--- src/rtl/digital_fll_ctrl_param.sv ---
// Frequency-lock controller: counts ring-oscillator cycles per reference period and servoes a
// thermometer trim code. Define DIGITAL_FLL_MANUAL_TRIM_EN to add the manual trim override ports.
module digital_fll_ctrl_param #(
  parameter int TRIM_W    = 26,
  parameter int DIV_W     = 5,
  parameter int CNT_W     = 8,
  parameter int TOL       = 1,
  parameter int LOCK_CNT  = 4,
  parameter int TRIM_INIT = 13
) (
  input  logic                          clock,
  input  logic                          resetb,
  input  logic                          enable,
  input  logic                          osc,
  input  logic [DIV_W-1:0]              div,
`ifdef DIGITAL_FLL_MANUAL_TRIM_EN
  input  logic                          ext_trim_sel,
  input  logic [$clog2(TRIM_W+1)-1:0]   ext_trim_code,
`endif
  output logic [TRIM_W-1:0]             trim,
  output logic [$clog2(TRIM_W+1)-1:0]   trim_code,
  output logic                          locked,
  output logic                          ref_lost
);

  localparam int CODE_W = $clog2(TRIM_W + 1);
  localparam int RUN_W  = $clog2(LOCK_CNT + 1);
  localparam int MW     = CNT_W + 1;

  localparam logic [CODE_W-1:0] CODE_MAX  = CODE_W'(TRIM_W);
  localparam logic [CODE_W-1:0] CODE_INIT = CODE_W'(TRIM_INIT);
  localparam logic [RUN_W-1:0]  RUN_MAX   = RUN_W'(LOCK_CNT);
  localparam logic [MW-1:0]     TOL_M     = MW'(TOL);
  localparam logic [CNT_W-1:0]  CNT_MAX   = '1;

  function automatic logic [CODE_W-1:0] code_up(input logic [CODE_W-1:0] c);
    return (c >= CODE_MAX) ? CODE_MAX : c + CODE_W'(1);
  endfunction

  function automatic logic [CODE_W-1:0] code_dn(input logic [CODE_W-1:0] c);
    return (c == '0) ? '0 : c - CODE_W'(1);
  endfunction

  function automatic logic [RUN_W-1:0] run_up(input logic [RUN_W-1:0] r);
    return (r >= RUN_MAX) ? RUN_MAX : r + RUN_W'(1);
  endfunction

  function automatic logic [CNT_W-1:0] cnt_up(input logic [CNT_W-1:0] c);
    return (c == CNT_MAX) ? CNT_MAX : c + CNT_W'(1);
  endfunction

  logic              osc_p0, osc_p1, osc_p2;
  logic              vld_p3;
  logic [CNT_W-1:0]  count_q;
  logic [CODE_W-1:0] code_q;
  logic [RUN_W-1:0]  run_q;
  logic              locked_q, lost_q, first_q;

  logic              force_sel;
  logic [CODE_W-1:0] force_code;

`ifdef DIGITAL_FLL_MANUAL_TRIM_EN
  assign force_sel  = ext_trim_sel;
  assign force_code = (ext_trim_code > CODE_MAX) ? CODE_MAX : ext_trim_code;
`else
  assign force_sel  = 1'b0;
  assign force_code = CODE_INIT;
`endif

  // Window compare one bit wider than the counter so div+TOL cannot wrap
  logic [MW-1:0] m_ext, div_ext, win_hi, win_lo;
  logic          too_fast, too_slow;

  always_comb begin
    m_ext    = {1'b0, count_q};
    div_ext  = MW'(div);
    win_hi   = div_ext + TOL_M;
    win_lo   = (div_ext > TOL_M) ? div_ext - TOL_M : '0;
    too_fast = (m_ext > win_hi);
    too_slow = (m_ext < win_lo);
  end

  always_ff @(posedge clock or negedge resetb) begin
    if (!resetb) begin
      osc_p0   <= 1'b0;
      osc_p1   <= 1'b0;
      osc_p2   <= 1'b0;
      vld_p3   <= 1'b0;
      count_q  <= '0;
      code_q   <= CODE_INIT;
      run_q    <= '0;
      locked_q <= 1'b0;
      lost_q   <= 1'b0;
      first_q  <= 1'b1;
    end else if (!enable) begin
      osc_p0   <= 1'b0;
      osc_p1   <= 1'b0;
      osc_p2   <= 1'b0;
      vld_p3   <= 1'b0;
      count_q  <= '0;
      code_q   <= CODE_INIT;
      run_q    <= '0;
      locked_q <= 1'b0;
      lost_q   <= 1'b0;
      first_q  <= 1'b1;
    end else begin
      // p0/p1: synchroniser, p2: previous level, p3: registered rising-edge event
      osc_p0  <= osc;
      osc_p1  <= osc_p0;
      osc_p2  <= osc_p1;
      vld_p3  <= osc_p1 & ~osc_p2;
      count_q <= vld_p3 ? CNT_W'(1) : cnt_up(count_q);

      if (force_sel) begin
        code_q   <= force_code;
        run_q    <= '0;
        locked_q <= 1'b0;
        first_q  <= 1'b1;
      end else if (vld_p3) begin
        if (div == '0) begin
          run_q    <= '0;
          locked_q <= 1'b0;
          lost_q   <= 1'b0;
        end else if (first_q || count_q == CNT_MAX) begin
          // Measurement spans a restart or a lost reference: not trustworthy
          first_q <= 1'b0;
          lost_q  <= 1'b0;
        end else if (too_fast) begin
          code_q   <= code_up(code_q);
          run_q    <= '0;
          locked_q <= 1'b0;
        end else if (too_slow) begin
          code_q   <= code_dn(code_q);
          run_q    <= '0;
          locked_q <= 1'b0;
        end else begin
          run_q <= run_up(run_q);
          if (run_up(run_q) == RUN_MAX) locked_q <= 1'b1;
        end
      end else if (count_q == CNT_MAX) begin
        lost_q   <= 1'b1;
        locked_q <= 1'b0;
        run_q    <= '0;
        first_q  <= 1'b1;
      end else if (div == '0) begin
        run_q    <= '0;
        locked_q <= 1'b0;
      end
    end
  end

  always_comb begin
    trim = '0;
    for (int i = 0; i < TRIM_W; i++) trim[i] = (CODE_W'(i) < code_q);
  end

  assign trim_code = code_q;
  assign locked    = locked_q;
  assign ref_lost  = lost_q;

endmodule
--- config.mk ---
export PLATFORM = sky130hd
export DESIGN_NAME = digital_fll_ctrl_param
export DESIGN_NICKNAME = d
export VERILOG_FILES = /design/src/rtl/digital_fll_ctrl_param.sv
export SDC_FILE = /design/constraint.sdc
export NUM_CORES = 1
export LEC_CHECK = 0
export ABC_AREA = 1
export CORE_ASPECT_RATIO = 2
export CORE_MARGIN = 2
export CORE_UTILIZATION = 52
export CTS_CLUSTER_SIZE = 10
export DETAILED_ROUTE_END_ITERATION = 8
export PLACE_DENSITY = 0.8
export SETUP_SLACK_MARGIN = 0.5
export SYNTH_ARGS = -nofsm -noshare
export SYNTH_HDL_FRONTEND = slang
export SYNTH_SLANG_ARGS = --single-unit
--- constraint.sdc ---
create_clock -name clock -period 1.7 [get_ports clock]
set_input_delay 0.34 -clock clock [delete_from_list [all_inputs] [get_ports clock]]
set_output_delay 0.34 -clock clock [all_outputs]
set_load 0.05 [all_outputs]
==> results.cfg, run 1 <==
[outcome]
error = [ERROR DPL-0038] Utilization greater than 100%, impossible to legalize
run_status = aborted with a tool error
lastStage = clock tree synthesis (4_1_cts)

[cts]
clockRootBuffer = clkbuf_8
cts_hold_buffers = 0
cts_buffers = 3
htreeDepth = 1
ctsLongestPathBuffers = 2
postCtsSetupBuffers = 35
clock_sinks = 23
cts_resized = 142

[placed_design]
place_hpwl_um = 5450
gp_congestion = 0.862
dp_slack_ns = -1.16
io_buffers = 41
dp_cells = 434

[floorplan]
io_pins = 42
start_util = 0.533
die_width_um = 49.3
num_rows = 33
die_h_um = 94.6

[logic_synthesis]
ys_seq_area_frac = 0.272
synth_flop_cell = dfrtp_1
syn_inst = 305
ys_ff_latch = 23
yosysTopAreaCell = dfrtp_1
synth_edf_count = 0
syn_avg_cell_area_um2 = 7.00
synth_area_um2 = 2140
netlist.area_leader.share = 0.223
async_flop_share = 1.00
ys_top_cells_by_area = dfrtp_1 (22%), ha_1 (13%), nand2_1 (11%)
syn-num-nets = 337
synthDistinctLibCells = 35
synth.yosys.warnings = 0
-- logic make-up after synthesis --
logic type,synth area share
simple gates,0.341
buf+inv,0.117
compound gates,0.103
fa+ha+maj,0.135
flops,0.272
xor+xnor,0.0328
-- per-stage QoR --
step,cell area (µm²),setup TNS (ns),hold WS (ns),utilization
after detailed placement,3390,-10.62,0.383,0.846
after floorplan,2360,-5.88,0.0444,-
after global placement,3390,-8.60,0.388,0.846
-- Yosys cell counts, drive strengths merged, types with 2 or more instances --
cell / number
xor2: 5
dfrtp: 19
nand4: 4
xnor2: 3
nand2: 79
a211oi: 2
o21ai: 17
inv: 53
nor3: 3
clkbuf: 2
ha: 23
o21bai: 3
buf: 4
nor2: 37
nand3: 28
a21oi: 9
dfstp: 4
a31oi: 7
==> run 2, diff against run 1 <==
CORE_ASPECT_RATIO = not set   (was 2)
CORE_UTILIZATION = 40   (was 52)
CTS_CLUSTER_SIZE = not set   (was 10)
PLACE_DENSITY = not set   (was 0.8)
PLACE_DENSITY_LB_ADDON = 0.15   (was not set)
SETUP_SLACK_MARGIN = not set   (was 0.5)
==> run 2 against run 1 <==
The flow now finishes, with violations (setup timing). Synthesized cell count did not move. Area after synthesis did not move.
==> results.cfg, run 2 <==
[routing]
routedWlPerCell_um = 16.3
drtPass1Iterations = 4
dr_wl_met3_um = 382
drt_wl_total_um = 7790
top_layer_used = met4
met2_length_um = 4130
num_vias = 2434
drt_iter0_markers = 85
avgViaCountPerCell = 5.09
drcViolationCount = 0
wl_met1_um = 3060
ant_nets = 0

[setup_path]
crit_arrival_ns = 2.35
critPathMaxStageDelay_ns = 0.27
start_kind = primary input
cp_slowest_cell = ha_4
reg2reg_slack_ns = -0.17
worst-path-max-fanout = 5
r2r-end = trim_code[2]$_DFFE_PN1P_
criticalPathCategory = in -> reg
r2r-start = count_q[4]$_DFF_PN0_
cp.required_ns = 1.90
endpoint_kind = flip-flop
crit_chain = buf_12 -> buf_4 -> ha_4 -> nand3_2 -> xor2_1 -> inv_1 -> ha_4 -> nand2_1 -> nor2_2 -> nand4_2 -> buf_4 -> nand3_1 -> nand3_1 -> nand2_4 -> nand2_2
reg2regPathDepth = 12

[floorplan]
io_pins = 42
num_rows = 26
start_util = 0.416
core_area_um2 = 5140
die_h_um = 77.1
die_width_um = 77.1
fp.dieArea_um2 = 5940

[logic_synthesis]
ys_top_cells_by_count = nand2_1 (65), inv_1 (49), nor2_1 (31), nand3_1 (27), ha_1 (23)
synth_flop_cell = dfrtp_1
async_flop_share = 1.00
syn-num-nets = 337
syn_avg_cell_area_um2 = 7.00
ys_seq_area_frac = 0.272
synth_edf_count = 0
netlist.area_leader.share = 0.223
synth_most_common_cell = nand2_1
ys_ff_latch = 23
synthDistinctLibCells = 35
syn_inst = 305
ys_top_cells_by_area = dfrtp_1 (22%), ha_1 (13%), nand2_1 (11%)
synth.yosys.warnings = 0
yosysTopAreaCell = dfrtp_1
synth_area_um2 = 2140

[hold_path]
min_path_cells = 1
hold_path_class = reg -> reg
holdPathEnd = vld_p3$_DFF_PN0_
worstHoldStart = osc_p2$_DFF_PN0_

[final_layout]
instances_no_fill = 478
layout.nets = 441
final_common_cell = buf_4
top_register = count_q
drive_gt1_frac = 0.544
antenna_cells = 0
largest_register_ffs = 8
syn2layout_area_growth_pct = 91.4
mostFrequentLayoutCells = buf_4 (42), nand2_1 (41), inv_1 (32), buf_12 (32), buf_6 (24)

[timing]
slew_violations = 0
relSlewSlack = 0.781
setup_ws_ns = -0.450
fin_worst_skew_ns = 0.00755
hold_viol = 0
rsz0062_at_grt = yes
worstMarginPinSlew_ns = 0.328
min_period_ns = 2.15
fmax_mhz = 465
fin_crit_sh = 1.26
setup_violations = 36

[global_routing]
grt_start_max_net_pins = 24
grt-ovfl-total = 0
grt_pass1_wl_um = 12000
antenna_found_initial = 0
grt_usage = 0.252
first_global_vias = 2507

[cts]
clkTransAtPathRegs_ns = 0.07
cts_tree = yes
clockRootBuffer = clkbuf_8
clk_latency_ns = 0.26
cts_buffers = 3
clock_sinks = 23
ctsLongestPathBuffers = 2
htreeDepth = 1

[outcome]
violations = setup timing
run_status = finished with violations

[power]
power_uw = 2570
power_frac_clock = 0.131
p_leak_uw = 0.00193
irDropWorstVdd_mv = 0.529
p_seq_frac = 0.248
internal_power_uw = 1490
p_per_area_nw_per_um2 = 629
switching_power_uw = 1080
power.share.combinational = 0.621
switching_share = 0.422

[placed_design]
dp_cells = 452
gp_congestion = 0.859
place_hpwl_um = 4560
io_buffers = 41

[run]
cap_viol_max_count = 0
[run 2: cell counts after synthesis]
Identical to the previous run, type by type.
[run 2: per-layer routing]
| metal | up-vias | GRT usage |
|---|---|---|
| met2 | 92 | 0.475 |
| met1 | 1146 | 0.291 |
| li1 | 1178 | - |
| met3 | 18 | 0.0259 |
| met4 | 0 | 0.0982 |
| met5 | - | 0 |
[run 2: critical path, delay by kind of cell]
kind	cells	cell delay, ns
adders and majority gates	2	0.44
and+or+nand+nor	8	0.77
xor gates and xnor gates	1	0.22
buffers and inverters	4	0.56
[run 2: worst max-delay path by stage]
| stage | slack (ns) | startpoint | to |
|---|---|---|---|
| 2_1_floorplan | -0.38 | trim_code[3]$_DFFE_PN1P_ | trim[1] |
| 3_3_place_gp | -1.07 | div[0] | locked$_DFFE_PN0P_ |
| 3_5_place_dp | -1.15 | div[0] | trim_code[2]$_DFFE_PN1P_ |
| 4_1_cts | -0.31 | div[0] | trim_code[2]$_DFFE_PN1P_ |
| 5_1_grt | -0.53 | div[0] | trim_code[2]$_DFFE_PN1P_ |
| 6_report | -0.45 | div[0] | trim_code[2]$_DFFE_PN1P_ |
[run 2: metrics by stage]
step                 util  area (µm²)  TNS [ns]  setup slack, ns  hold slack [ns]
floorplan               -        2290     -6.34           -0.384           0.0444
global placement    0.653        3350     -9.89            -1.07            0.382
detailed placement  0.653        3350    -10.59            -1.15            0.388
CTS                 0.764        3930     -5.58           -0.309            0.400
global route        0.795        4090     -9.44           -0.528            0.427
finish              0.795        4090     -7.71           -0.450            0.398
[run 2: cell type report]
class	count	area [µm²]
Sequential cell	23	589
Multi-Input combinational cell	222	1820
Clock buffer	4	45.0
Fill cell	305	1050
Inverter	54	250
Timing Repair Buffer	105	1290
Tap cell	70	87.6
[run 2: logic make-up (layout without fill, tap and decap cells)]
group | after synthesis | count (layout) | share of synthesized area
AND/OR/NAND/NOR | 153 | 153 | 0.341
buffers and inverters | 60 | 163 | 0.117
AO/OA/AOI/OAI | 38 | 38 | 0.103
adder cells (fa/ha/maj) | 23 | 23 | 0.135
flip-flops | 23 | 23 | 0.272
XOR/XNOR | 8 | 8 | 0.0328
[run 2: timing repair]
| item | in CTS | in global routing |
|---|---|---|
| pin swaps | 32 | 27 |
| gates resized for setup | 106 | 46 |
| hold buffers | 0 | 0 |
| setup buffers | 20 | 5 |
| endpoints found under the setup margin | 34 | 38 |
[run 2: power groups by stage]
stage               sequential, µW  combinational [µW]  clock [µW]
floorplan                      667                 594           0
global placement               631                1160           0
detailed placement             631                1170           0
CTS                            632                1480         346
global route                   641                1670         367
finish                         638                1600         337
No activity file was read; power rests on OpenSTA's default activity.
==> run 3, diff against run 2 <==
SLEW_MARGIN = 0   (was not set)
==> results of run 3 <==
Final layout, timing and power as in run 2 (identical DEF).
